$ cat config.mk
export PLATFORM = sky130hd
export DESIGN_NAME = mw_mem_stage
export DESIGN_NICKNAME = d
export VERILOG_FILES = /design/src/rtl/mw_mem_stage.sv
export SDC_FILE = /design/constraint.sdc
export NUM_CORES = 1
export LEC_CHECK = 0
export ABC_AREA = 1
export BUFFER_PORTS_ARGS = -buffer_cell sky130_fd_sc_hd__buf_2
export CORE_UTILIZATION = 47
export CTS_CLUSTER_SIZE = 28
export DETAILED_ROUTE_END_ITERATION = 16
export PLACE_DENSITY = 0.79
export SYNTH_ARGS = -nofsm -noshare
export SYNTH_HDL_FRONTEND = slang
export SYNTH_SLANG_ARGS = --single-unit
$ cat constraint.sdc
create_clock -name clk -period 2 [get_ports clk]
set_clock_uncertainty 0.15 [all_clocks]
set_input_delay 0.2 -clock clk [delete_from_list [all_inputs] [get_ports clk]]
set_output_delay 0.2 -clock clk [all_outputs]
set_load 0.005 [all_outputs]
$ cat src/rtl/mw_mem_stage.sv
`default_nettype none
// ============================================================================
// Module  : mw_mem_stage
// Purpose : Memory-writeback stage of the 3-stage 16-bit core. Consumes the
//           DE->MW pipeline register fields, runs a req/ack data-memory
//           transaction for loads and stores, stalls upstream while one is
//           pending and produces the register-file writeback.
// Ports   : clk, rst             - clock, synchronous active-high reset
//           mw_*_i               - registered MW control/data fields
//           dmem_*               - data-memory req/ack interface
//           stall_o              - hold IF/DE and DE/MW registers
//           wb_en_o, wb_data_o   - register-file writeback
//           err_o                - one-cycle bus/alignment error pulse
// Revision: 1.0 - initial release
// ============================================================================
module mw_mem_stage #(
    parameter int DATA_W         = 16,
    parameter int TIMEOUT_CYCLES = 15,
    parameter int CNT_W          = 4
) (
    input  logic              clk,
    input  logic              rst,
    input  logic [DATA_W-1:0] mw_pc_i,
    input  logic [1:0]        mw_wb_sel_i,
    input  logic              mw_mem_write_en_i,
    input  logic              mw_mem_read_en_i,
    input  logic [DATA_W-1:0] mw_rd_data_i,
    input  logic [DATA_W-1:0] mw_alu_data_i,
    output logic              dmem_req_o,
    output logic              dmem_we_o,
    output logic [DATA_W-1:0] dmem_addr_o,
    output logic [DATA_W-1:0] dmem_wdata_o,
    input  logic [DATA_W-1:0] dmem_rdata_i,
    input  logic              dmem_ack_i,
    output logic              stall_o,
    output logic              wb_en_o,
    output logic [DATA_W-1:0] wb_data_o,
    output logic              err_o
);

    typedef enum logic [1:0] {
        IDLE = 2'd0,
        BUSY = 2'd1,
        RESP = 2'd2,
        ERR  = 2'd3
    } state_t;

    localparam logic [1:0]       SEL_ALU      = 2'b00;
    localparam logic [1:0]       SEL_MEM      = 2'b01;
    localparam logic [1:0]       SEL_LINK     = 2'b10;
    localparam logic [CNT_W-1:0] TIMEOUT_LAST = CNT_W'(TIMEOUT_CYCLES - 1);

    state_t            state;
    state_t            state_next;
    logic [CNT_W-1:0]  count;
    logic [DATA_W-1:0] load_data;
    logic              err_q;

    logic mem_op;
    logic bad_op;
    logic is_load;

    assign mem_op  = mw_mem_read_en_i | mw_mem_write_en_i;
    // Misaligned halfword access, or an instruction claiming both load and store.
    assign bad_op  = (mw_mem_read_en_i & mw_mem_write_en_i) | mw_alu_data_i[0];
    assign is_load = mw_mem_read_en_i & ~mw_mem_write_en_i;

    // ------------------------------------------------------------------
    // Next-state, stall and writeback enable
    // ------------------------------------------------------------------
    always_comb begin
        state_next = state;
        stall_o    = 1'b0;
        wb_en_o    = 1'b0;
        case (state)
            IDLE: begin
                if (mem_op) begin
                    stall_o    = 1'b1;
                    state_next = bad_op ? ERR : BUSY;
                end else begin
                    // Sel 01 with no load has nothing to write back.
                    wb_en_o = (mw_wb_sel_i == SEL_ALU) || (mw_wb_sel_i == SEL_LINK);
                end
            end
            BUSY: begin
                stall_o = 1'b1;
                // Ack takes priority over a timeout in the same cycle.
                if (dmem_ack_i) begin
                    state_next = RESP;
                end else if (count == TIMEOUT_LAST) begin
                    state_next = ERR;
                end
            end
            RESP: begin
                wb_en_o    = is_load && (mw_wb_sel_i == SEL_MEM);
                state_next = IDLE;
            end
            ERR: begin
                state_next = IDLE;
            end
            default: begin
                state_next = IDLE;
            end
        endcase
        if (rst) begin
            stall_o = 1'b0;
            wb_en_o = 1'b0;
        end
    end

    always_comb begin
        case (mw_wb_sel_i)
            SEL_MEM:  wb_data_o = load_data;
            SEL_LINK: wb_data_o = mw_pc_i + DATA_W'(2);
            default:  wb_data_o = mw_alu_data_i;
        endcase
    end

    assign err_o = err_q;

    // ------------------------------------------------------------------
    // State, memory interface registers and timeout counter
    // ------------------------------------------------------------------
    always_ff @(posedge clk) begin
        if (rst) begin
            state        <= IDLE;
            count        <= '0;
            dmem_req_o   <= 1'b0;
            dmem_we_o    <= 1'b0;
            dmem_addr_o  <= '0;
            dmem_wdata_o <= '0;
            load_data    <= '0;
            err_q        <= 1'b0;
        end else begin
            state <= state_next;
            err_q <= (state_next == ERR);
            case (state)
                IDLE: begin
                    if (mem_op && !bad_op) begin
                        dmem_req_o   <= 1'b1;
                        dmem_we_o    <= mw_mem_write_en_i;
                        dmem_addr_o  <= mw_alu_data_i;
                        dmem_wdata_o <= mw_rd_data_i;
                        count        <= '0;
                    end
                end
                BUSY: begin
                    if (dmem_ack_i) begin
                        dmem_req_o <= 1'b0;
                        if (!dmem_we_o) begin
                            load_data <= dmem_rdata_i;
                        end
                    end else if (count == TIMEOUT_LAST) begin
                        dmem_req_o <= 1'b0;
                    end else begin
                        count <= count + CNT_W'(1);
                    end
                end
                default: begin
                end
            endcase
        end
    end

endmodule
`default_nettype wire

==> results.yml <==
timing:
  final_setup_viols: 0
  grt_setup_unrepaired: "false"
  post-route-worst-setup-slack_ns: 0.182
  slew_headroom_pct: 65.6
  final_hold_viol_count: 0
  totalNegativeSetupSlack_ns: 0
  min_period_over_period_pct: 90.9
  minimum_clock_period_after_layout_ns: 1.82
  whs_ns: 0.0173
  worst_pin_slew_ns: 0.516
  clock.fmax_mhz: 550
  report.final.slew_viol_count: 0
route:
  router_iterations_before_antenna_repair: 5
  drt_drc_violations_left: 0
  post_drt_via_cell_ratio: 5.11
  wl_per_cell_um: 12.7
  dr_total_vias: 3304
  drt-total-wl_mm: 8.19
  met3_length_um: 736
  wl_met1_mm: 3.62
  antenna_left: 0
  dr.max_layer_used: "met4"
  detailedRoute.firstIterationViolations: 235
  wl_met2_mm: 3.65
power:
  cell_internal_pwr_mw: 2.17
  power_leakage_nw: 1.95
  power_mw: 3.02
  p_clk_share_pct: 35.0
  part_of_the_power_in_registers_pct: 42.5
  power.combinational.fraction_pct: 22.5
  p_sw_mw: 0.849
  irDropWorstVdd_v: 0.000456
  swShare_pct: 28.1
  areal_power_density_over_the_cells_mw_per_mm2: 753
logic_synthesis:
  synth.lib_cells_used.distinct: 29
  synthesis.area_mm2: 0.00283
  synth-seq-area-share_pct: 40.4
  synth_compound_gate_area_share_pct: 19.7
  dominantRegCellSynth: "sky130_fd_sc_hd__dfxtp_1"
  synth_top_family_by_area: "simple AND/OR/NAND/NOR gates"
  netlist_instances: 417
  yosys.area_share.simple_pct: 28.9
  post_synthesis_area_per_instance_um2: 6.78
  synth-warning-count: 0
  yosys.area_share.adder_pct: 2.65
  synth_enable_flop_cells: 0
  synth.ff_latch_count: 57
  ys_async_sr_fraction_pct: 0
  synth.area.mux_share_pct: 0
  post_synthesis_xor_xnor_area_fraction_pct: 0.310
  syn_nets: 494
finish:
  most_frequent_cells_in_the_layout: "sky130_fd_sc_hd__nor2_1 (125), sky130_fd_sc_hd__buf_2 (123), sky130_fd_sc_hd__o21ai_0 (58)"
  syn2layout_area_growth_pct: 41.8
  drive_above_1_share_pct: 28.2
  nFillCells: 471
  diodes: 0
  nNetsFinal: 648
  stdcell_count: 647
  final_common_cell: "sky130_fd_sc_hd__nor2_1"
clock_tree:
  cts-root-to-sink-buffers: 2
  clk-insertion-delay-late_ns: 0.32
  clk_root_buffer_cell: "sky130_fd_sc_hd__clkbuf_8"
  cts_sinks: 57
  cts.clk_slew.worst_paths_ns: 0.06
  htree_levels: 3
  cts.repair_timing.setup_buffer_count: 0
  tritoncts: "yes"
  number_of_buffers_created_by_cts: 9
global_routing:
  grt-ovfl-total: 0
  grt_pass1_wl_mm: 13.4
  grt_usage_pct: 27.0
  grt_max_degree: 41
  grt_pass1_vias: 3031
  grt_antenna_before_repair: 0
placed_design:
  post-place-cells: 598
  hpwl_mm: 5.71
  port_buffers: 123
  post-place-ws_ns: 0.205
  globalplace.congestion: 0.952
floorplan:
  initial_standard_cell_utilization_of_the_core_pct: 50.1
  io-pin-count: 124
  fp-row-count: 27
  die_x_um: 79.6
  height_of_the_die_um: 79.6
  placeableCoreArea_mm2: 0.00564
  die-area_mm2: 0.00633
setup_path:
  setup.worst_path.class: "in2out"
  worst-path-max-fanout: 4
  critical_path_required_ns: 1.65
  crit_path_end_kind: "output port"
  cp-start-kind: "input port"
  worstRegToRegCells: 9
  crit_arrival_ns: 1.47
run:
  maxCapViolCount: 0
outcome:
  status: "finished, final reports clean"
hold_path:
  worstHoldPathType: "in2reg"
  holdPathStages: 3
[power groups by stage]
stage	clock (mW)	combinational, mW	sequential (mW)
5_1_grt	1.14	0.766	1.29
6_report	1.06	0.679	1.28
4_1_cts	1.09	0.672	1.28
2_1_floorplan	0	0.360	1.31
3_3_place_gp	0	0.607	1.30
3_5_place_dp	0	0.619	1.31
[metrics by stage]
| step | utilization, % | cell area [µm²] |
|---|---|---|
| floorplan | - | 2830 |
| global placement | 61.6 | 3470 |
| global route | 71.1 | 4010 |
| finish | 71.1 | 4010 |
| CTS | 71.1 | 4010 |
| detailed placement | 61.6 | 3470 |
[synth_stat cells, types with 2 or more instances]
master / n / area (µm²)
sky130_fd_sc_hd__o21bai_1: 2 / 15.0
sky130_fd_sc_hd__nor2_2: 10 / 62.6
sky130_fd_sc_hd__nand4_1: 4 / 25.0
sky130_fd_sc_hd__nand2_2: 2 / 12.5
sky130_fd_sc_hd__clkbuf_2: 3 / 15.0
sky130_fd_sc_hd__dfxtp_1: 57 / 1140
sky130_fd_sc_hd__a21oi_1: 44 / 220
sky130_fd_sc_hd__o21ai_0: 58 / 290
sky130_fd_sc_hd__nand3_1: 15 / 75.1
sky130_fd_sc_hd__nand2_1: 36 / 135
sky130_fd_sc_hd__inv_1: 26 / 97.6
sky130_fd_sc_hd__buf_6: 2 / 22.5
sky130_fd_sc_hd__clkbuf_1: 6 / 22.5
sky130_fd_sc_hd__ha_1: 6 / 75.1
sky130_fd_sc_hd__nor2_1: 125 / 469
sky130_fd_sc_hd__inv_2: 2 / 7.51
sky130_fd_sc_hd__nor2_4: 2 / 22.5
sky130_fd_sc_hd__buf_2: 6 / 30.0
[layer usage]
layer / track usage (%) / up-vias
li1: - / 1657
met1: 33.8 / 1466
met2: 44.6 / 162
met3: 4.57 / 19
met4: 12.5 / 0
met5: 0 / -
[flip-flops by register name (all words and copies together), names as in the netlist]
| signal | cells |
|---|---|
| load_data | 16 |
| dmem_req_o | 1 |
| count | 4 |
| dmem_we_o | 1 |
| err_o | 1 |
| state | 2 |
| dmem_addr_o | 16 |
| dmem_wdata_o | 16 |
[final timing paths]
kind,start,to,slack [ns]
setup / recovery,mw_pc_i[1],wb_data_o[9],0.18
hold / removal,mw_rd_data_i[11],dmem_wdata_o[11]$_SDFFE_PP0P_,0.02
setup reg to reg,state[1]$_SDFF_PP0_,count[2]$_SDFFE_PP0P_,0.33
hold reg to reg,dmem_addr_o[0]$_SDFFE_PP0P_,dmem_addr_o[0]$_SDFFE_PP0P_,0.29
[cells by family after synthesis]
kind of cell | count (synthesis)
xor gates and xnor gates | 1
and+or+nand+nor | 196
adders and majority gates | 6
DFF | 57
AOI/OAI and AO/OA | 108
buffers and inverters | 49
[critical path, cell delays in order]
cell and delay (ns):
sky130_fd_sc_hd__buf_2 0.10, sky130_fd_sc_hd__ha_1 0.19, sky130_fd_sc_hd__nand2_1 0.08, sky130_fd_sc_hd__nor2_1 0.23, sky130_fd_sc_hd__nand2_1 0.13, sky130_fd_sc_hd__a21oi_1 0.14
sky130_fd_sc_hd__o21ai_0 0.12, sky130_fd_sc_hd__a21oi_1 0.14, sky130_fd_sc_hd__buf_2 0.13
[repair_timing]
action | in CTS | in global routing
hold buffers | 34 | 0
endpoints found under the hold margin | 34 | 0
resized for setup | 0 | 0
[cell type report]
cell class,instances,area [µm²],share of cell area [%]
clock buffer,12,155,3.87
clock inverter,3,40.0,0.998
inverter,29,111,2.78
multi-input combinational,311,1460,36.4
sequential,57,1140,28.5
tap,72,90.1,2.25
timing repair buffer,163,1010,25.3
No activity file was read; power rests on OpenSTA's default activity.
